File: src/rtl/btn_event_arbiter_if.sv
// Event handshake between btn_event_arbiter (master) and its consumer (slave).
interface btn_event_arbiter_if;
    logic       evt_valid;
    logic       evt_ready;
    logic [1:0] evt_id;
    logic       evt_long;

    modport master (output evt_valid, evt_id, evt_long, input evt_ready);
    modport slave  (input evt_valid, evt_id, evt_long, output evt_ready);
endinterface

File: src/rtl/btn_event_arbiter.sv
// Four-button press / long-press event generator with round-robin arbitration.
// Define BTN_EVENT_LONG_PRESS_EN to build the hold counters and long-press events.
module btn_event_arbiter #(
    parameter int unsigned LONG_COUNT = 1000
) (
    input  logic                       clk,
    input  logic                       rst_n,
    input  logic [3:0]                 btn,
    btn_event_arbiter_if.master        evt
);
    localparam int NB = 4;

    typedef enum logic {IDLE, OFFER} state_t;

    state_t     state, state_d;
    logic [3:0] btn_q, pend, long_pend, req, press, pend_clr;
    logic       armed;
    logic [1:0] rr, win_id, cand, id_q;
    logic       win_found, win_long, load;

    // armed masks the first edge so a button held through reset is not a press
    assign press = btn & ~btn_q & {NB{armed}};
    assign req   = pend | long_pend;

    always_comb begin
        win_found = 1'b0;
        win_id    = rr;
        cand      = rr;
        for (int k = 1; k <= NB; k++) begin
            cand = rr + 2'(k);
            if (!win_found && req[cand]) begin
                win_found = 1'b1;
                win_id    = cand;
            end
        end
    end

    // a pending press on the winning button always goes before its long-press
    assign win_long = ~pend[win_id];

    always_comb begin
        state_d = state;
        load    = 1'b0;
        case (state)
            IDLE: begin
                if (win_found) begin
                    load    = 1'b1;
                    state_d = OFFER;
                end
            end
            OFFER: begin
                if (evt.evt_ready) begin
                    if (win_found) load    = 1'b1;
                    else           state_d = IDLE;
                end
            end
            default: state_d = IDLE;
        endcase
    end

    assign pend_clr = (load && !win_long) ? (4'b0001 << win_id) : 4'b0000;

    always_ff @(posedge clk or negedge rst_n) begin
        if (!rst_n) begin
            state <= IDLE;
            btn_q <= '0;
            armed <= 1'b0;
            pend  <= '0;
            rr    <= 2'd3;
            id_q  <= '0;
        end else begin
            state <= state_d;
            btn_q <= btn;
            armed <= 1'b1;
            // set wins over a same-cycle grant so a fresh edge is never dropped
            pend  <= (pend & ~pend_clr) | press;
            if (load) begin
                rr   <= win_id;
                id_q <= win_id;
            end
        end
    end

    assign evt.evt_valid = (state == OFFER);
    assign evt.evt_id    = id_q;

`ifdef BTN_EVENT_LONG_PRESS_EN
    localparam logic [15:0] CNT_MAX = 16'(LONG_COUNT);

    logic [NB-1:0][15:0] hold_cnt;
    logic [3:0]          long_set, long_clr;
    logic                long_q;

    assign long_clr = (load && win_long) ? (4'b0001 << win_id) : 4'b0000;

    // fires only on the LONG_COUNT-1 -> LONG_COUNT step, i.e. once per hold
    always_comb begin
        long_set = '0;
        for (int i = 0; i < NB; i++)
            long_set[i] = btn[i] & armed & (hold_cnt[i] == CNT_MAX - 16'd1);
    end

    always_ff @(posedge clk or negedge rst_n) begin
        if (!rst_n) begin
            hold_cnt  <= '0;
            long_pend <= '0;
            long_q    <= 1'b0;
        end else begin
            for (int i = 0; i < NB; i++) begin
                if (!btn[i])
                    hold_cnt[i] <= '0;
                else if (armed && hold_cnt[i] != CNT_MAX)
                    hold_cnt[i] <= hold_cnt[i] + 16'd1;
            end
            long_pend <= (long_pend & ~long_clr) | long_set;
            if (load) long_q <= win_long;
        end
    end

    assign evt.evt_long = long_q;
`else
    assign long_pend    = '0;
    assign evt.evt_long = 1'b0;
`endif

endmodule

File: src/flat_wrapper.sv
// flat-port wrapper written by rule: the top's interface ports become plain ports
module btn_event_arbiter_flat 
#(
    parameter int unsigned LONG_COUNT = 1000
)
  (clk, rst_n, btn, evt_evt_valid, evt_evt_id, evt_evt_long, evt_evt_ready);
  btn_event_arbiter_if evt_i ();
  input  logic clk;
  input  logic rst_n;
  input  logic [3:0] btn;
  output wire logic [$bits(evt_i.evt_valid)-1:0] evt_evt_valid;
  output wire logic [$bits(evt_i.evt_id)-1:0] evt_evt_id;
  output wire logic [$bits(evt_i.evt_long)-1:0] evt_evt_long;
  input wire logic [$bits(evt_i.evt_ready)-1:0] evt_evt_ready;
  assign evt_evt_valid = evt_i.evt_valid;
  assign evt_evt_id = evt_i.evt_id;
  assign evt_evt_long = evt_i.evt_long;
  assign evt_i.evt_ready = evt_evt_ready;
  btn_event_arbiter #(.LONG_COUNT(LONG_COUNT)) u_core (.clk(clk), .rst_n(rst_n), .btn(btn), .evt(evt_i));
endmodule
File: config.mk
export PLATFORM = sky130hd
export DESIGN_NAME = btn_event_arbiter_flat
export DESIGN_NICKNAME = d
export VERILOG_FILES = /design/src/rtl/btn_event_arbiter_if.sv /design/src/rtl/btn_event_arbiter.sv /design/src/flat_wrapper.sv
export SDC_FILE = /design/constraint.sdc
export NUM_CORES = 1
export LEC_CHECK = 0
export BUFFER_PORTS_ARGS = -buffer_cell sky130_fd_sc_hd__buf_2
export CAP_MARGIN = 25
export CORE_MARGIN = 10
export CORE_UTILIZATION = 46
export CTS_CLUSTER_DIAMETER = 60
export CTS_CLUSTER_SIZE = 28
export DETAILED_ROUTE_END_ITERATION = 7
export HOLD_SLACK_MARGIN = 0.06
export PLACE_DENSITY = 0.7
export SLEW_MARGIN = 20
export SYNTH_ARGS = -nofsm -noshare
export SYNTH_HDL_FRONTEND = slang
export SYNTH_SLANG_ARGS = --single-unit
File: constraint.sdc
create_clock -name clk -period 1.5 [get_ports clk]
set_input_delay 0 -clock clk [delete_from_list [all_inputs] [get_ports clk]]
set_output_delay 0 -clock clk [all_outputs]
set_load 0.1 [all_outputs]
==> metrics <==
Detailed Place HPWL 863.1 um; met1 WL 568 um; Post-Place Setup Slack -2.627 ps; RR Endpoint u_core.pend[3]$_DFF_PN0_; Setup violations, final 0; highest metal used met4; Synth Cell Area 624.3 um2; Max VDD drop 1005 uV; Ant. Diodes 0; average size of a mapped cell a little over 10 um2; row cnt 13; Max Cap Viol 0; RePlAce Congestion 0.7827; post-synthesis sequential area ratio 0.5651; power per standard cell area between 2000 and 2500 nW/um2; startpoint types flip-flop; period utilization 0.9838; Worst Setup End Kind flip-flop; Vert. Die Dim 56.84 um; first-pass GRT wire length 2132 um; Post-Route WL 1230 um; TritonCTS Sinks 14; Final Critical Period 1476 ps; Post-Place Cells 86; total power around 1.8 mW; die area roughly 3200 um2; Hold Crit Class in2async; PnR worst setup slack between 20 and 25 ps; count of cell types in the netlist 23; Static Leak 0.3694 nW; largest net degree at the start of global routing 15; Crit Path Class reg2reg; clock slew at reported path FFs 80 ps; run status complete, no violations; Layout area overhead 30.46%; Worst R2R Setup Slack 20 ps; clock skew 3.371 ps; vias per cell between 5 and 6; Core Util, Final 0.6339; port bufs 9; GR Util All Layers 0.07914; clk_lat worst skew 280 ps; total grt overflow 0; fin cells 97; final hold violation count 0; average wire per standard cell between 10 and 15 um; initial antenna violation count 0; Core Region approximately 1300 um2; arrival time at the worst endpoint 1640 ps; Synth Net Count 68; WP data required 1670 ps; die width 56.84 um; Initial Util 0.4859; via count 497; metal2 WL between 500 and 600 um; DR WL met3 59 um; synthesis-stage register bit count 14; Reg-to-Reg Start u_core.rr[1]$_DFFE_PN1P_; CTS Buf Count 3; reg2reg path depth 4; Achievable Freq 677.6 MHz; First-pass DRT Iterations 3; CTS tree built; Final ANT Viol Nets 0; share of layout cells above drive strength 1 0.3415; post-synthesis cell count 61; H-tree depth 1; # nets final 90; RSZ-0062 raised after global routing true; synth warn 0; crit-path max FO 5; root buf cell clkbuf_4; vias in the first global route between 500 and 600; DRC 0; Slew Limit Fails 0; Max Buffers Root-to-Sink 2; initial DRC count 13; WHS about 130 ps; I/O Pins 11
==> per-stage QoR <==
stage	instance area, um2	TNS (ps)
2_1_floorplan	628.1	0
3_3_place_gp	695.7	0
3_5_place_dp	695.7	-5.224
4_1_cts	788.3	0
5_1_grt	814.5	-12.51
6_report	814.5	0
==> Yosys cell counts <==
master    number  area share
a21o_1         1       0.012
a21oi_1        2       0.016
a31oi_1        6       0.060
and3_1         1       0.010
and3b_1        1       0.014
buf_4          1       0.012
buf_6          1       0.018
conb_1         2       0.012
dfrtp_1       12        0.48
dfstp_2        2       0.084
inv_1          5       0.030
nand2_1        6       0.036
nand2_2        1       0.010
nand2b_1       3       0.030
nand3_1        2       0.016
nor2_1         2       0.012
nor2b_1        1       0.010
o21a_1         1       0.012
o21ai_0        5       0.040
o221ai_1       1       0.014
o32a_1         2       0.032
or2_2          2       0.020
or4_4          1       0.018
==> critical path: stages (launching register included) <==
cell and delay (ps):
dfstp_2 570, nand2_1 70, a21o_1 200, and3_4 200, o32a_1 340
==> final cells by class <==
type                    instances  area, um2
inverters                       5      18.77
well taps                      15      18.77
clock buffers                   4      26.28
repair buffers                 19      135.1
flip-flops and latches         14      357.8
multi-input cells              40      257.7
fillers                       116      470.5
==> worst max path at each step <==
stage	slack [ps]	start	cells past startpoint	endpoint
2_1_floorplan	5	u_core.evt.evt_valid$_DFF_PN0_	4	u_core.pend[3]$_DFF_PN0_
3_3_place_gp	3	u_core.pend[1]$_DFF_PN0_	4	u_core.pend[2]$_DFF_PN0_
3_5_place_dp	-3	u_core.pend[1]$_DFF_PN0_	4	u_core.pend[2]$_DFF_PN0_
4_1_cts	20	u_core.rr[0]$_DFFE_PN1P_	4	u_core.pend[3]$_DFF_PN0_
5_1_grt	-10	u_core.rr[1]$_DFFE_PN1P_	4	u_core.pend[3]$_DFF_PN0_
6_report	20	u_core.rr[1]$_DFFE_PN1P_	4	u_core.pend[3]$_DFF_PN0_
==> power by group <==
group	internal [mW]	switching [mW]
combinational	0.356	0.588
sequential	0.528	0.117
clock	0.103	0.113
==> sequential cells by signal, summed over array words and instances, names as in the netlist <==
register and cells:
u_core.btn_q 4, u_core.armed 1, u_core.evt.evt_id 2, u_core.pend 4, u_core.evt.evt_valid 1, u_core.rr 2
==> repair_timing <==
| item | 4_1_cts | 5_1_grt |
|---|---|---|
| hold buffers | 6 | 0 |
| hold endpoints to repair | 19 | 0 |
| resized for setup | 1 | 7 |
| pin swaps | 0 | 3 |
| endpoints found under the setup margin | 2 | 4 |
| buffers inserted | 0 | 1 |
==> cells by family after synthesis <==
kind of cell / Yosys count / synth area share
DFF: 14 / 0.5651
AOI/OAI and AO/OA: 18 / 0.1864
and+or+nand+nor: 20 / 0.1764
other: 2 / 0.01203
buffers and inverters: 7 / 0.06013
==> cell usage in the layout (no fill, tap or decap), drive strengths merged <==
| cell type | count |
|---|---|
| a21o | 1 |
| a21oi | 2 |
| a31oi | 6 |
| and3 | 1 |
| and3b | 1 |
| buf | 13 |
| clkbuf | 4 |
| conb | 2 |
| dfrtp | 12 |
| dfstp | 2 |
| dlygate4sd3 | 6 |
| inv | 5 |
| nand2 | 7 |
| nand2b | 3 |
| nand3 | 2 |
| nor2 | 2 |
| nor2b | 1 |
| o21a | 1 |
| o21ai | 5 |
| o221ai | 1 |
| o32a | 2 |
| or2 | 2 |
| or4 | 1 |
==> per-layer routing <==
layer,vias up,GRT usage
met5,-,0
met4,0,0.03020
met3,4,0.03146
met2,11,0.1254
met1,227,0.09276
li1,255,-
(Power assumes the default switching activity.)
